`src/rtl/cnt_pkg.sv`:
```
// Shared constants and helpers for the cascaded modulo-N digit counter.
// Direction encoding, legal parameter ranges and the digit width needed for a given modulus.
package cnt_pkg;

    localparam logic DIR_UP = 1'b1;
    localparam logic DIR_DN = 1'b0;

    localparam int MODULUS_MIN = 2;
    localparam int MODULUS_MAX = 16;
    localparam int DIGITS_MIN  = 1;
    localparam int DIGITS_MAX  = 8;

    // Smallest field width whose range 0..2**w-1 covers 0..modulus-1.
    function automatic int digit_width(input int modulus);
        if (modulus <= 2) begin
            return 1;
        end
        return $clog2(modulus);
    endfunction

endpackage

```
`src/rtl/mod_n_digit_counter_digit.sv`:
```
// One modulo-MODULUS digit with load, up/down stepping and boundary detect.
// at_bound tells the next digit up the chain that this digit is about to roll over.
module mod_n_digit
    import cnt_pkg::*;
#(
    parameter int MODULUS = 10,
    parameter int DIGIT_W = 4
) (
    input  logic               clk,
    input  logic               rst,
    input  logic               step_in,
    input  logic               up_dn,
    input  logic               load,
    input  logic [DIGIT_W-1:0] load_d,
    output logic [DIGIT_W-1:0] q,
    output logic               at_bound
);

    localparam logic [DIGIT_W:0]   MOD_X = (DIGIT_W + 1)'(MODULUS);
    localparam logic [DIGIT_W-1:0] MAX_V = DIGIT_W'(MODULUS - 1);
    localparam logic [DIGIT_W-1:0] ONE_V = DIGIT_W'(1);

    logic [DIGIT_W-1:0] r_q;
    logic [DIGIT_W-1:0] w_q_next;
    logic               w_illegal;
    logic               w_load_ok;

    // Compared one bit wider so MODULUS == 2**DIGIT_W does not overflow the constant.
    assign w_illegal = ({1'b0, r_q} >= MOD_X);
    assign w_load_ok = ({1'b0, load_d} < MOD_X);

    always_comb begin
        w_q_next = r_q;
        if (load) begin
            w_q_next = w_load_ok ? load_d : '0;
        end else if (step_in) begin
            if (w_illegal) begin
                w_q_next = '0;
            end else if (up_dn == DIR_UP) begin
                w_q_next = (r_q == MAX_V) ? '0 : r_q + ONE_V;
            end else begin
                w_q_next = (r_q == '0) ? MAX_V : r_q - ONE_V;
            end
        end
    end

    always_ff @(posedge clk) begin
        if (!rst) begin
            r_q <= '0;
        end else begin
            r_q <= w_q_next;
        end
    end

    assign q        = r_q;
    assign at_bound = (up_dn == DIR_UP) ? (r_q == MAX_V) : (r_q == '0);

endmodule

```
`src/rtl/mod_n_digit_counter.sv`:
```
// NUM_DIGITS cascaded modulo-MODULUS up/down digits with parallel load.
// tc is combinational from en/load/up_dn and state; wrap is the registered tc of the previous edge.
module mod_n_digit_counter
    import cnt_pkg::*;
#(
    parameter int MODULUS    = 10,
    parameter int NUM_DIGITS = 2,
    parameter int DIGIT_W    = 4
) (
    input  logic                          clk,
    input  logic                          rst,
    input  logic                          en,
    input  logic                          up_dn,
    input  logic                          load,
    input  logic [NUM_DIGITS*DIGIT_W-1:0] load_val,
    output logic [NUM_DIGITS*DIGIT_W-1:0] z,
    output logic                          tc,
    output logic                          wrap
);

    generate
        if (MODULUS < MODULUS_MIN || MODULUS > MODULUS_MAX) begin : g_bad_modulus
            $fatal(1, "mod_n_digit_counter: MODULUS out of range 2..16");
        end
        if (NUM_DIGITS < DIGITS_MIN || NUM_DIGITS > DIGITS_MAX) begin : g_bad_digits
            $fatal(1, "mod_n_digit_counter: NUM_DIGITS out of range 1..8");
        end
        if (DIGIT_W < digit_width(MODULUS)) begin : g_bad_width
            $fatal(1, "mod_n_digit_counter: DIGIT_W too narrow for MODULUS");
        end
    endgenerate

    logic [NUM_DIGITS-1:0] w_step;
    logic [NUM_DIGITS-1:0] w_bound;
    logic                  w_tc;
    logic                  r_wrap;

    // A digit steps only while every lower digit sits at its rollover point.
    genvar gi;
    generate
        for (gi = 0; gi < NUM_DIGITS; gi = gi + 1) begin : g_digit
            if (gi == 0) begin : g_first
                assign w_step[gi] = en & ~load;
            end else begin : g_chain
                assign w_step[gi] = w_step[gi-1] & w_bound[gi-1];
            end

            mod_n_digit #(
                .MODULUS (MODULUS),
                .DIGIT_W (DIGIT_W)
            ) u_digit (
                .clk      (clk),
                .rst      (rst),
                .step_in  (w_step[gi]),
                .up_dn    (up_dn),
                .load     (load),
                .load_d   (load_val[gi*DIGIT_W +: DIGIT_W]),
                .q        (z[gi*DIGIT_W +: DIGIT_W]),
                .at_bound (w_bound[gi])
            );
        end
    endgenerate

    assign w_tc = w_step[NUM_DIGITS-1] & w_bound[NUM_DIGITS-1];

    always_ff @(posedge clk) begin
        if (!rst) begin
            r_wrap <= 1'b0;
        end else if (load) begin
            r_wrap <= 1'b0;
        end else begin
            r_wrap <= w_tc;
        end
    end

    assign tc   = w_tc;
    assign wrap = r_wrap;

endmodule
```
`config.mk`:
```
export PLATFORM = sky130hd
export DESIGN_NAME = mod_n_digit_counter
export DESIGN_NICKNAME = d
export VERILOG_FILES = /design/src/rtl/cnt_pkg.sv /design/src/rtl/mod_n_digit_counter_digit.sv /design/src/rtl/mod_n_digit_counter.sv
export SDC_FILE = /design/constraint.sdc
export NUM_CORES = 1
export LEC_CHECK = 0
export CAP_MARGIN = 20
export CORE_ASPECT_RATIO = 1.1
export CORE_UTILIZATION = 47
export CTS_CLUSTER_SIZE = 16
export DETAILED_ROUTE_END_ITERATION = 12
export MAX_ROUTING_LAYER = met4
export PLACE_DENSITY_LB_ADDON = 0.15
export SLEW_MARGIN = 20
export SYNTH_ARGS = -nofsm -noshare
export SYNTH_HDL_FRONTEND = slang
export SYNTH_SLANG_ARGS = --single-unit
export TNS_END_PERCENT = 1
```
`constraint.sdc`:
```
create_clock -name clk -period 1.95 [get_ports clk]
set_input_delay 0.585 -clock clk [delete_from_list [all_inputs] [get_ports clk]]
set_output_delay 0.585 -clock clk [all_outputs]
set_load 0.005 [all_outputs]
```
==> summary.md <==
| Metric | Value |
|---|---|
| Buffers & Inverters on Critical Path | `2` |
| Outcome | `finished, violations left` |
| Hold_ws | `0.6767 ns` |
| Crit-path slowest cell | `or3_4` |
| Full die area | `just under 2000 um2` |
| EDFF count, synth | `0` |
| Detailed Place HPWL | `between 1.5 and 2 mm` |
| Relative slew margins | `about three quarters` |
| CTS Sinks | `9` |
| Pin count of the biggest net entering global routing | `15` |
| Synth warn | `0` |
| CP arrival | `between 1.5 and 2 ns` |
| Count leader, synth | `dfxtp_1` |
| Worst-Margin Slew | `roughly 0.37 ns` |
| Vias | `slightly above 900` |
| CP Class | `primary input to output pin` |
| Initial core utilization | `approximately half` |
| Core Area | `1614 um2` |
| WL final | `roughly 2.1 mm` |
| Global-route wire length before repair | `~3.6 mm` |
| Gr ovfl total | `0` |
| PD cells | `just under 500 nW/um2` |
| Synth Instances | `approximately 100` |
| HP Class | `flip-flop to flip-flop` |
| # H-tree levels | `1` |
| DR iter-0 viols | `22` |
| Layout cells sized above 1 | `a little over a quarter` |
| Synth Flop Type | `dfxtp_1` |
| Fin crit period | `2.115 ns` |
| Die width | `between 40 and 50 um` |
| Worst slack, placed | `-1.020 ns` |
| Failing checks | `setup timing` |
| Worst-skew pair later-pin latency | `approximately 0.26 ns` |
| Synthesized area per cell | `between 8 and 9 um2` |
| Peak VDD IR | `between 0.0004 and 0.0005 V` |
| Core Rows | `15` |
| Deepest clock path buffer count | `2` |
| Placer Congestion | `0.8337` |
| DR DRC count | `0` |
| Remaining antenna violation count | `0` |
| DRT Pass-1 Iters | `4` |
| Reg clk slew, reported paths | `about 0.06 ns` |
| Vias in the first global route | `about 820` |
| Achievable frequency | `~470 MHz` |
| Worst path max stage delay | `between 0.3 and 0.4 ns` |
| Layout Nets | `150` |
| RSZ-0062 raised after global routing | `yes` |
| DR WL/cell | `about 14 um` |
| PortBufs | `22` |
| Global-route usage over all layers | `around a quarter` |
| Final cell count without fillers | `about 150` |
| Register area share after synthesis | `between 20% and 30%` |
| TritonCTS clock tree | `done` |
| Cell Area, Synth | `835.8 um2` |
| Synth top area cells | `dfxtp_1, a21oi_1, and4b_1, o21ai_0, buf_4` |
| Post-synthesis to final-layout area growth | `41.32%` |
| Critical Path Source Type | `primary input` |
| Pleak | `~0.47 nW` |
| Worst Path Max Fanout | `5` |
| Final hold violation count | `0` |
| Clock Skew | `0.001365 ns` |
| Post-synth top cells | `dfxtp_1, a21oi_1, nand2_1, o21ai_0` |
| CP required | `approximately 1.4 ns` |
| Seq cells post-synth | `9` |
| Initial antenna violation count | `0` |
| Fin util | `around 73%` |
| Slew Viols, Final | `0` |
| Synth top area share | `21.56%` |
| Root Driver | `clkbuf_4` |
| Placed cell count | `between 100 and 150` |
| Die height | `46.23 um` |
| CTS buffer count | `3` |
| # diodes | `0` |
| Max-Cap Viols | `0` |
| Fillcell total | `around 130` |
| Largest area contributor in the netlist | `dfxtp_1` |
| Via/cell ratio | `roughly 6` |
| Final setup vio count | `1` |
| Final worst slack | `-0.1649 ns` |
| CP Capture Type | `output pin` |
| Total power | `between 0.5 and 0.6 mW` |
| Crit-path leading delay family | `simple AND/OR/NAND/NOR gates` |
| Netlist cell types | `49` |
| Async SR Flop Fraction | `0%` |
| Synthesized Nets | `between 100 and 150` |
| Io pins | `23` |
| CP cell instances | `buf_8 -> or3_4 -> a2111oi_4 -> buf_2` |
| Final critical-path share of the clock period | `108.5%` |
| Post-CTS Hold Buffers | `0` |
per-layer routing:
metal | global-route usage, % | part of all wire [%] | routed length, um
met1 | 31.62 | 48 | 1026
met2 | 40.00 | 46 | 973
met3 | 1.961 | 4.1 | 87
met4 | 15.00 | 2.3 | 49
met5 | - | 0 | 0
path summary, 6_finish.rpt:
check	slack, ns	from	endpoint	cells past startpoint
min	0.68	g_digit[1].u_digit.q[0]$_SDFFE_PN0P_	g_digit[1].u_digit.q[0]$_SDFFE_PN0P_	3
max reg2reg	0.44	g_digit[0].u_digit.q[0]$_SDFFE_PN0P_	g_digit[0].u_digit.q[2]$_SDFFE_PN0P_	5
max	-0.16	up_dn	tc	4
min reg2reg	0.68	g_digit[1].u_digit.q[0]$_SDFFE_PN0P_	g_digit[1].u_digit.q[0]$_SDFFE_PN0P_	3
area by class of cell:
type	count	area (um2)	share of cell area [%]
repair buffers	40	357.8	30.30
multi-input cells	79	578.1	48.94
flip-flops and latches	9	182.7	15.47
well taps	17	21.27	1.801
inverters	4	15.01	1.271
clock buffers	4	26.28	2.225
metrics by stage:
stage	instance area [um2]	TNS (ns)
after global placement	1131	-2.394
after CTS	1167	-0.1596
after floorplan	835.8	0
after detailed placement	1131	-2.567
after global routing	1181	-0.1865
final	1181	-0.1649
repair_timing:
item                                   4_1_cts  5_1_grt
pin swaps                                    1        0
buffers inserted                             1        0
setup endpoints to repair                    3        2
gates resized for setup                     13        4
endpoints found under the hold margin        0        0
gates cloned                                 0        0
worst register-to-register path, stage by stage, from the launching register on:
cell	delay [ns]
dfxtp_2	0.35
buf_4	0.17
or3_1	0.36
a31oi_1	0.19
o211ai_1	0.12
a41o_1	0.23
cells in the final DEF (no fill, tap or decap), drive strengths merged, types with 2 or more instances in the layout:
| cell type | n |
|---|---|
| or3 | 2 |
| nor3 | 6 |
| a2111oi | 2 |
| nor2 | 5 |
| and4b | 4 |
| clkbuf | 4 |
| a21oi | 8 |
| or2 | 2 |
| a211oi | 2 |
| o21ai | 8 |
| nand3 | 4 |
| nand2 | 6 |
| dfxtp | 9 |
| and3 | 2 |
| clkdlybuf4s50 | 19 |
| xnor2 | 3 |
| o31ai | 3 |
| inv | 3 |
| buf | 20 |
| o211ai | 2 |
power breakdown:
| part | switching (mW) | leakage, nW | internal [mW] |
|---|---|---|---|
| registers | 0.00826 | 0.0748 | 0.196 |
| logic | 0.105 | 0.377 | 0.124 |
| clock network | 0.0717 | 0.0150 | 0.0792 |
kinds of logic (layout without fill, tap and decap cells):
logic type	count (synthesis)	count (layout)	synth area share [%]
compound gates	35	35	32.04
mux	1	1	1.347
buf+inv	14	48	10.63
xor+xnor	4	4	4.192
simple gates	39	39	30.24
flops	9	9	21.56
registers in the layout (all words and copies together), names as in the netlist:
| register | cells |
|---|---|
| g_digit.u_digit.q | 8 |
| wrap | 1 |
(Power assumes the default switching activity.)
